$ cat config.mk
export PLATFORM = sky130hd
export DESIGN_NAME = logic_function_tester
export DESIGN_NICKNAME = d
export VERILOG_FILES = /design/src/rtl/logic_function_tester.sv
export SDC_FILE = /design/constraint.sdc
export NUM_CORES = 1
export LEC_CHECK = 0
export ABC_AREA = 1
export CAP_MARGIN = 20
export CORE_MARGIN = 2
export CORE_UTILIZATION = 40
export DETAILED_ROUTE_END_ITERATION = 16
export PLACE_DENSITY_LB_ADDON = 0.1
export SLEW_MARGIN = 20
export SYNTH_ARGS = -nofsm -noshare
export SYNTH_HDL_FRONTEND = slang
export SYNTH_SLANG_ARGS = --single-unit
$ cat constraint.sdc
create_clock -name clk -period 3.75 [get_ports clk]
set_input_delay 0.75 -clock clk [delete_from_list [all_inputs] [get_ports clk]]
set_output_delay 0.75 -clock clk [all_outputs]
set_load 0.01 [all_outputs]
$ cat src/rtl/logic_function_tester.sv
// logic_function_tester: exhaustive 3-input sweep tester for the logic_functions
// block. It drives every {A,B,C} vector, waits SETTLE_CYCLES, then compares the
// returned {O1,O2} against an internal golden model and records the results.
//
// Ports
//   clk         single clock, rising edge
//   reset_n     asynchronous active-low reset
//   start       run a sweep (accepted only in IDLE or DONE)
//   A, B, C     stimulus to the block under test (registered)
//   O1, O2      responses from the block under test
//   busy        sweep in progress (DRIVE / SETTLE / CHECK)
//   done        sweep finished, results valid
//   pass        done with no mismatches
//   err_count   number of mismatching vectors in the last sweep
//   fail_valid  at least one mismatch captured this sweep
//   first_fail  {A,B,C} of the first mismatching vector
module logic_function_tester #(
  parameter int unsigned SETTLE_CYCLES = 2
) (
  input  logic       clk,
  input  logic       reset_n,
  input  logic       start,
  output logic       A,
  output logic       B,
  output logic       C,
  input  logic       O1,
  input  logic       O2,
  output logic       busy,
  output logic       done,
  output logic       pass,
  output logic [3:0] err_count,
  output logic       fail_valid,
  output logic [2:0] first_fail
);

  localparam int unsigned VEC_W = 3;
  localparam int unsigned CNT_W = 4;
  localparam int unsigned ERR_W = 4;

  // Last count value of SETTLE; unused when SETTLE is skipped entirely.
  localparam logic [CNT_W-1:0] SETTLE_LAST =
    CNT_W'((SETTLE_CYCLES == 0) ? 0 : SETTLE_CYCLES - 1);
  localparam logic [VEC_W-1:0] VEC_LAST = '1;

  typedef enum logic [2:0] {
    IDLE   = 3'd0,
    DRIVE  = 3'd1,
    SETTLE = 3'd2,
    CHECK  = 3'd3,
    DONE   = 3'd4
  } state_t;

  state_t             state;
  state_t             state_next;
  logic [VEC_W-1:0]   vec;
  logic [CNT_W-1:0]   cnt;

  logic [VEC_W-1:0]   vec_d;
  logic [CNT_W-1:0]   cnt_d;
  logic [ERR_W-1:0]   err_d;
  logic               fv_d;
  logic [VEC_W-1:0]   ff_d;
  logic               busy_d;
  logic               done_d;
  logic               pass_d;
  logic [VEC_W-1:0]   abc_d;

  logic               exp_o1;
  logic               exp_o2;
  logic               mismatch;

  // Golden model with vec = {A,B,C}: O1 = AC + A'B, O2 = (A+C')(BC) = ABC.
  assign exp_o1   = (vec[2] & vec[0]) | (~vec[2] & vec[1]);
  assign exp_o2   = &vec;
  assign mismatch = ({O1, O2} != {exp_o1, exp_o2});

  // State register.
  always_ff @(posedge clk or negedge reset_n) begin
    if (!reset_n) begin
      state <= IDLE;
    end else begin
      state <= state_next;
    end
  end

  // Next-state logic.
  always_comb begin
    state_next = state;
    unique case (state)
      IDLE, DONE: if (start) state_next = DRIVE;
      DRIVE:      state_next = (SETTLE_CYCLES == 0) ? CHECK : SETTLE;
      SETTLE:     if (cnt == SETTLE_LAST) state_next = CHECK;
      CHECK:      state_next = (vec == VEC_LAST) ? DONE : DRIVE;
      default:    state_next = IDLE;
    endcase
  end

  // Next values for the datapath and for every registered output. Outputs are
  // derived from state_next so they line up with the state they describe.
  always_comb begin
    vec_d = vec;
    cnt_d = cnt;
    err_d = err_count;
    fv_d  = fail_valid;
    ff_d  = first_fail;
    unique case (state)
      IDLE, DONE: begin
        if (start) begin
          vec_d = '0;
          cnt_d = '0;
          err_d = '0;
          fv_d  = 1'b0;
          ff_d  = '0;
        end
      end
      DRIVE:  cnt_d = '0;
      SETTLE: cnt_d = cnt + CNT_W'(1);
      CHECK: begin
        if (mismatch) begin
          // At most 8 mismatches per sweep, so 4 bits never wrap.
          err_d = err_count + ERR_W'(1);
          if (!fail_valid) begin
            fv_d = 1'b1;
            ff_d = vec;
          end
        end
        if (vec != VEC_LAST) vec_d = vec + VEC_W'(1);
      end
      default: ;
    endcase
    busy_d = (state_next == DRIVE) || (state_next == SETTLE) || (state_next == CHECK);
    done_d = (state_next == DONE);
    pass_d = done_d && (err_d == '0);
    abc_d  = busy_d ? vec_d : '0;
  end

  // Datapath and output registers.
  always_ff @(posedge clk or negedge reset_n) begin
    if (!reset_n) begin
      vec        <= '0;
      cnt        <= '0;
      err_count  <= '0;
      fail_valid <= 1'b0;
      first_fail <= '0;
      busy       <= 1'b0;
      done       <= 1'b0;
      pass       <= 1'b0;
      A          <= 1'b0;
      B          <= 1'b0;
      C          <= 1'b0;
    end else begin
      vec        <= vec_d;
      cnt        <= cnt_d;
      err_count  <= err_d;
      fail_valid <= fv_d;
      first_fail <= ff_d;
      busy       <= busy_d;
      done       <= done_d;
      pass       <= pass_d;
      {A, B, C}  <= abc_d;
    end
  end

endmodule

==> results of run 1 <==
where the power goes:
group / internal [mW] / switching, mW
registers: 0.331 / 0.0720
logic: 0.200 / 0.280
clock network: 0.0594 / 0.0783
sequential cells by signal (all words and copies together), names as in the netlist:
signal and flops:
state 3, done 1, fail_valid 1, first_fail 3, cnt 4, B 1, pass 1, A 1
busy 1, C 1, vec 3, err_count 4
layer usage:
layer  GRT usage, %  routed length [um]  up-vias
met3           2.18                  77        5
met1           18.0                1000      444
met5              0                   0        -
li1               -                   -      484
met4           6.82                  40        0
met2           26.8                1250       15
per-stage QoR:
stage | util (%) | power, mW | setup slack, ns
3_3_place_gp | 48.7 | 0.880 | 1.68
3_5_place_dp | 48.7 | 0.896 | 1.62
5_1_grt | 49.7 | 1.11 | 1.59
2_1_floorplan | - | 0.731 | 2.27
4_1_cts | 49.9 | 1.04 | 1.65
6_report | 49.7 | 1.02 | 1.67
cells in the final DEF, fill, tap and decap left out:
cell	n
nand2_1	30
dfrtp_1	24
inv_1	18
clkdlybuf4s50_1	17
nand3_1	15
nand2_2	12
inv_2	8
o21ai_0	6
ha_1	4
nand3_4	3
nor2_1	3
o21ai_1	3
a21oi_1	3
clkbuf_4	3
nand3_2	2
o21ai_2	2
o22ai_1	2
inv_4	1
or2_4	1
nand2_4	1
nor2_2	1
nor2_4	1
clkbuf_8	1
buf_2	1
logic make-up (layout without fill, tap and decap cells):
kind of cell / after synthesis / count (layout) / share of synthesized area (%)
buffers and inverters: 27 / 49 / 8.45
adder cells (fa/ha/maj): 4 / 4 / 4.07
flip-flops: 24 / 24 / 48.9
AO/OA/AOI/OAI: 16 / 16 / 7.33
AND/OR/NAND/NOR: 69 / 69 / 31.3
final timing paths:
check / start / to / slack, ns / depth (start not counted)
setup / recovery: err_count[0]$_DFF_PN0_ / err_count[0] / 1.67 / 1
hold / removal: reset_n / busy$_DFF_PN0_ / 0.39 / 1
setup reg to reg: vec[0]$_DFF_PN0_ / first_fail[0]$_DFFE_PN0P_ / 2.06 / 10
hold reg to reg: first_fail[1]$_DFFE_PN0P_ / first_fail[1]$_DFFE_PN0P_ / 0.51 / 2
max in group asynchronous: reset_n / err_count[0]$_DFF_PN0_ / 3.00 / 1
min in group clk: first_fail[1]$_DFFE_PN0P_ / first_fail[1]$_DFFE_PN0P_ / 0.51 / 2
final cells by class:
class | count | area share (%)
flip-flops and latches | 24 | 40.5
well taps | 33 | 2.79
inverters | 27 | 7.01
clock buffers | 4 | 2.45
multi-input cells | 89 | 35.4
repair buffers | 18 | 11.8
==> results.py, run 1 <==
metrics = {
    "status": {
        "status": "finished clean",
    },
    "global_route": {
        "grt_max_degree": 25,
        "grt_usage_pct": 15.2,
        "antenna_found_initial": 0,
        "grt_pass1_wl_mm": 4.01,
        "overflow": 0,
        "grt_pass1_vias": 916,
    },
    "placement": {
        "place_hpwl_mm": 1.81,
        "gp_congestion": 0.792,
        "port_buffers": 18,
        "post_dp_cell_area_um2": 1450,
        "dp.cells": 191,
    },
    "critical_path": {
        "end_kind": "output port",
        "worstPathMaxFanout": 5,
        "critPathLaunchType": "register",
        "worstPathArrival_ns": 1.33,
        "worst-setup-path-type": "register to output port",
        "slowest_delay_ns": 0.56,
        "crit_chain": "clkdlybuf4s50_1",
        "worstPathRequired_ns": 3.00,
        "critical-path-slowest-cell": "clkdlybuf4s50_1",
        "critPathBufInv": 1,
        "cp_top_family": "buffers and inverters",
    },
    "detailed_routing": {
        "vias": 948,
        "via_per_inst": 4.86,
        "avgRoutedWirePerCell_um": 12.2,
        "dr.pass1.iters": 4,
        "drtIter0Drc": 47,
        "routed_wl_mm": 2.38,
        "drc": 0,
        "drtAntennaViolNets": 0,
    },
    "sta": {
        "rsz0062_at_grt": "no",
        "finalHoldViolCount": 0,
        "finalSetupViolCount": 0,
        "fin_crit_ns": 2.08,
        "finalMaxSlewViolations": 0,
        "fmax_ghz": 0.482,
        "fin_skew_ns": 0.00367,
        "slew_headroom_pct": 64.3,
        "setup_tns_ns": 0,
        "final.period_utilization_pct": 55.4,
        "tightestPinTransition_ns": 0.535,
        "timing.hold.ws_ns": 0.392,
    },
    "clock_network": {
        "cts_tree": "built",
        "clk_pin_slew_ns": 0.13,
        "clkSinkCount": 24,
        "clk_latency_ns": 0.32,
        "post_cts_resized": 0,
        "cts.path.max_buffers": 2,
        "cts_inserted_buffers": 3,
        "cts-hold-fix-buffers": 0,
        "htreeDepth": 1,
        "cts_root_buffer": "clkbuf_4",
        "postCtsSetupRepairBufs": 0,
    },
    "floorplanning": {
        "die_w_um": 59.4,
        "core_region_area_um2": 2980,
        "core.rowCount": 20,
        "initial_core_util_pct": 41.3,
        "io_pins": 19,
        "die-area_um2": 3530,
        "die-height_um": 59.4,
    },
    "synthesis": {
        "synth_ff_type": "dfrtp_1",
        "synth.net_count": 149,
        "synth_most_common_cell": "nand2_1",
        "synth_area_um2": 1230,
        "synth_warnings": 0,
        "syn-instance-count": 140,
        "synth_top_cell_area_share_pct": 48.9,
        "ys_ff_latch": 24,
        "netlist_top_cells_count": "nand2_1 (30), dfrtp_1 (24), inv_1 (18)",
        "synth_cell_types": 20,
        "synth_area_leader_cell": "dfrtp_1",
        "syn_area_per_cell_um2": 8.78,
        "async_flop_share_pct": 100,
        "synthTopCellsByArea": "dfrtp_1 (49%), nand2_1 (9.2%), nand2_2 (6.1%)",
        "ys_seq_area_share_pct": 48.9,
        "synth-edff-count": 0,
    },
    "layout": {
        "fillers": 296,
        "fin_nets": 172,
        "fin_area_um2": 1480,
        "final_layout_size_suffix_gt1_share_pct": 22.8,
        "final-seq-area_um2": 601,
        "finalNonFillerCells": 195,
        "antenna_cells": 0,
        "multi_input_area_um2": 524,
        "synthToLayoutAreaGrowth_pct": 20.6,
    },
    "power_and_ir_drop": {
        "power.leakage_nw": 0.748,
        "pwr_density_cell_nw_per_um2": 689,
        "peakVddDrop_v": 0.000321,
    },
    "worst_hold_path": {
        "min_path_type": "input port to async pin",
    },
    "flow_run": {
        "maxCapViolCount": 0,
    },
}
Power figures use the tool's default switching activity.
==> run 2: changes to the inputs <==
==> constraint.sdc (replaced) <==
create_clock -name clk -period 2 [get_ports clk]
set_input_delay 0.4 -clock clk [delete_from_list [all_inputs] [get_ports clk]]
set_output_delay 0.4 -clock clk [all_outputs]
set_load 0.01 [all_outputs]
==> results.py, run 2 (same netlist as run 1, synthesis figures left out) <==
metrics = {
    "status": {
        "status": "finished clean",
    },
    "critical_path": {
        "worst-setup-path-type": "register to output port",
        "cp_top_family": "buffers and inverters",
        "worstPathMaxFanout": 5,
        "crit_chain": "clkdlybuf4s50_1",
        "critPathLaunchType": "register",
        "end_kind": "output port",
        "slowest_delay_ns": 0.57,
        "critical-path-slowest-cell": "clkdlybuf4s50_1",
        "worstPathRequired_ns": 1.60,
        "critPathBufInv": 1,
        "worstPathArrival_ns": 1.34,
    },
    "placement": {
        "gp_congestion": 0.797,
        "post_dp_cell_area_um2": 1460,
        "dp.cells": 192,
        "port_buffers": 18,
        "place_hpwl_mm": 1.79,
    },
    "power_and_ir_drop": {
        "pwr_density_cell_nw_per_um2": 1280,
        "p_clk_share_pct": 13.5,
        "p_sw_mw": 0.799,
        "p_sw_share_pct": 41.8,
        "peakVddDrop_v": 0.000644,
        "seqPwrFrac_pct": 39.4,
        "comb_power_share_pct": 47.1,
        "power.leakage_nw": 0.753,
        "p_int_mw": 1.11,
    },
    "sta": {
        "slew_headroom_pct": 79.7,
        "finalHoldViolCount": 0,
        "fin_skew_ns": 0.00200,
        "fin_crit_ns": 1.74,
        "final.period_utilization_pct": 87.1,
        "setup_tns_ns": 0,
        "finalMaxSlewViolations": 0,
        "finalSetupViolCount": 0,
        "fmax_ghz": 0.574,
        "rsz0062_at_grt": "no",
        "tightestPinTransition_ns": 0.304,
    },
    "global_route": {
        "antenna_found_initial": 0,
        "grt_max_degree": 25,
        "overflow": 0,
        "grt_pass1_wl_mm": 3.95,
        "grt_pass1_vias": 928,
        "grt_usage_pct": 14.9,
    },
    "floorplanning": {
        "io_pins": 19,
        "initial_core_util_pct": 41.3,
        "core.rowCount": 20,
        "die_w_um": 59.4,
        "die-height_um": 59.4,
        "core_region_area_um2": 2980,
        "die-area_um2": 3530,
    },
    "detailed_routing": {
        "routed_wl_mm": 2.30,
        "drtIter0Drc": 17,
        "drc": 0,
        "avgRoutedWirePerCell_um": 11.7,
        "drtAntennaViolNets": 0,
        "route.met3.wl_um": 67,
        "drt-met1-wl_mm": 1.04,
        "vias": 946,
        "dr_wl_met2_mm": 1.14,
        "via_per_inst": 4.83,
        "highest_layer": "met4",
        "dr.pass1.iters": 4,
    },
    "clock_network": {
        "clk_latency_ns": 0.31,
        "cts_tree": "built",
        "clkSinkCount": 24,
        "cts_inserted_buffers": 3,
        "cts_root_buffer": "clkbuf_4",
        "cts-hold-fix-buffers": 0,
        "post_cts_resized": 0,
        "clk_pin_slew_ns": 0.13,
        "htreeDepth": 1,
        "cts.path.max_buffers": 2,
        "postCtsSetupRepairBufs": 0,
    },
    "layout": {
        "layout_commonest_cell": "nand2_1",
        "final_layout_size_suffix_gt1_share_pct": 22.7,
        "final_cell_mix": "nand2_1 (30), dfrtp_1 (24), inv_1 (18), clkdlybuf4s50_1 (18), nand3_1 (15)",
        "antenna_cells": 0,
        "fin_area_um2": 1490,
        "reg_top3": "cnt: 4 flops, err_count: 4 flops",
        "finalNonFillerCells": 196,
        "fin_nets": 173,
        "synthToLayoutAreaGrowth_pct": 21.6,
    },
    "worst_hold_path": {
        "min_path_type": "input port to async pin",
    },
    "flow_run": {
        "maxCapViolCount": 0,
    },
}
run 2: changes by cell type in the layout (fill, tap and decap cells not counted), sizes merged:
cell	before	now
clkdlybuf4s50	17	18
run 2: per-stage QoR:
step	hold slack, ns	util (%)	setup slack [ns]	power, mW
CTS	0.428	50.2	0.243	1.94
finish	0.423	50.2	0.258	1.91
global route	0.439	50.2	0.184	2.07
global placement	0.467	48.9	0.286	1.65
detailed placement	0.478	48.9	0.262	1.67
floorplan	0.104	-	0.566	1.37
run 2: power by group through the flow:
stage	Combinational (mW)	Clock (mW)	Sequential, mW
floorplan	0.595	0	0.776
global placement	0.891	0	0.763
detailed placement	0.908	0	0.763
CTS	0.913	0.271	0.754
global route	1.02	0.287	0.770
finish	0.900	0.257	0.752
run 2: final cells by class:
type                    instances  area (um2)
clock buffers                   4        36.3
fillers                       283        1480
inverters                      27         104
multi-input cells              89         524
flip-flops and latches         24         601
well taps                      33        41.3
repair buffers                 19         188
run 2: worst paths after layout:
| check | startpoint | end | slack [ns] | cells past startpoint |
|---|---|---|---|---|
| worst max-delay path | err_count[0]$_DFF_PN0_ | err_count[0] | 0.26 | 1 |
| worst min-delay path | reset_n | first_fail[1]$_DFFE_PN0P_ | 0.42 | 2 |
| worst max register to register | vec[0]$_DFF_PN0_ | first_fail[1]$_DFFE_PN0P_ | 0.35 | 10 |
| worst min register to register | first_fail[1]$_DFFE_PN0P_ | first_fail[1]$_DFFE_PN0P_ | 0.50 | 2 |
| max in group asynchronous | reset_n | vec[0]$_DFF_PN0_ | 1.35 | 2 |
| min in group clk | first_fail[1]$_DFFE_PN0P_ | first_fail[1]$_DFFE_PN0P_ | 0.50 | 2 |
run 2: layer usage:
metal  vias up  track usage [%]
met5         -                0
met4         0             6.49
met3         6             4.15
met2        14             24.8
met1       441             17.9
li1        485                -
==> run 3: changes to the inputs <==
--- a/config.mk
+++ b/config.mk
@@ -10,6 +10,7 @@
 export CORE_MARGIN = 2
 export CORE_UTILIZATION = 40
 export DETAILED_ROUTE_END_ITERATION = 16
+export HOLD_SLACK_MARGIN = 0.12
 export PLACE_DENSITY_LB_ADDON = 0.1
 export SLEW_MARGIN = 20
 export SYNTH_ARGS = -nofsm -noshare
==> constraint.sdc (replaced) <==
create_clock -name clk -period 1.99 [get_ports clk]
set_input_delay 0.398 -clock clk [delete_from_list [all_inputs] [get_ports clk]]
set_output_delay 0.398 -clock clk [all_outputs]
set_load 0.01 [all_outputs]
==> results of run 3 <==
Same layout as run 2 (identical final DEF). Status: finished clean.
Main changes from that run: setup slack after placement 0.262 ns -> 0.254 ns; setup slack after layout 0.258 ns -> 0.250 ns; hold slack 0.423 ns -> 0.421 ns; register-to-register setup slack 0.35 ns -> 0.34 ns; total power 1.91 mW -> 1.92 mW; worst IR drop on VDD 0.000644 V -> 0.000647 V
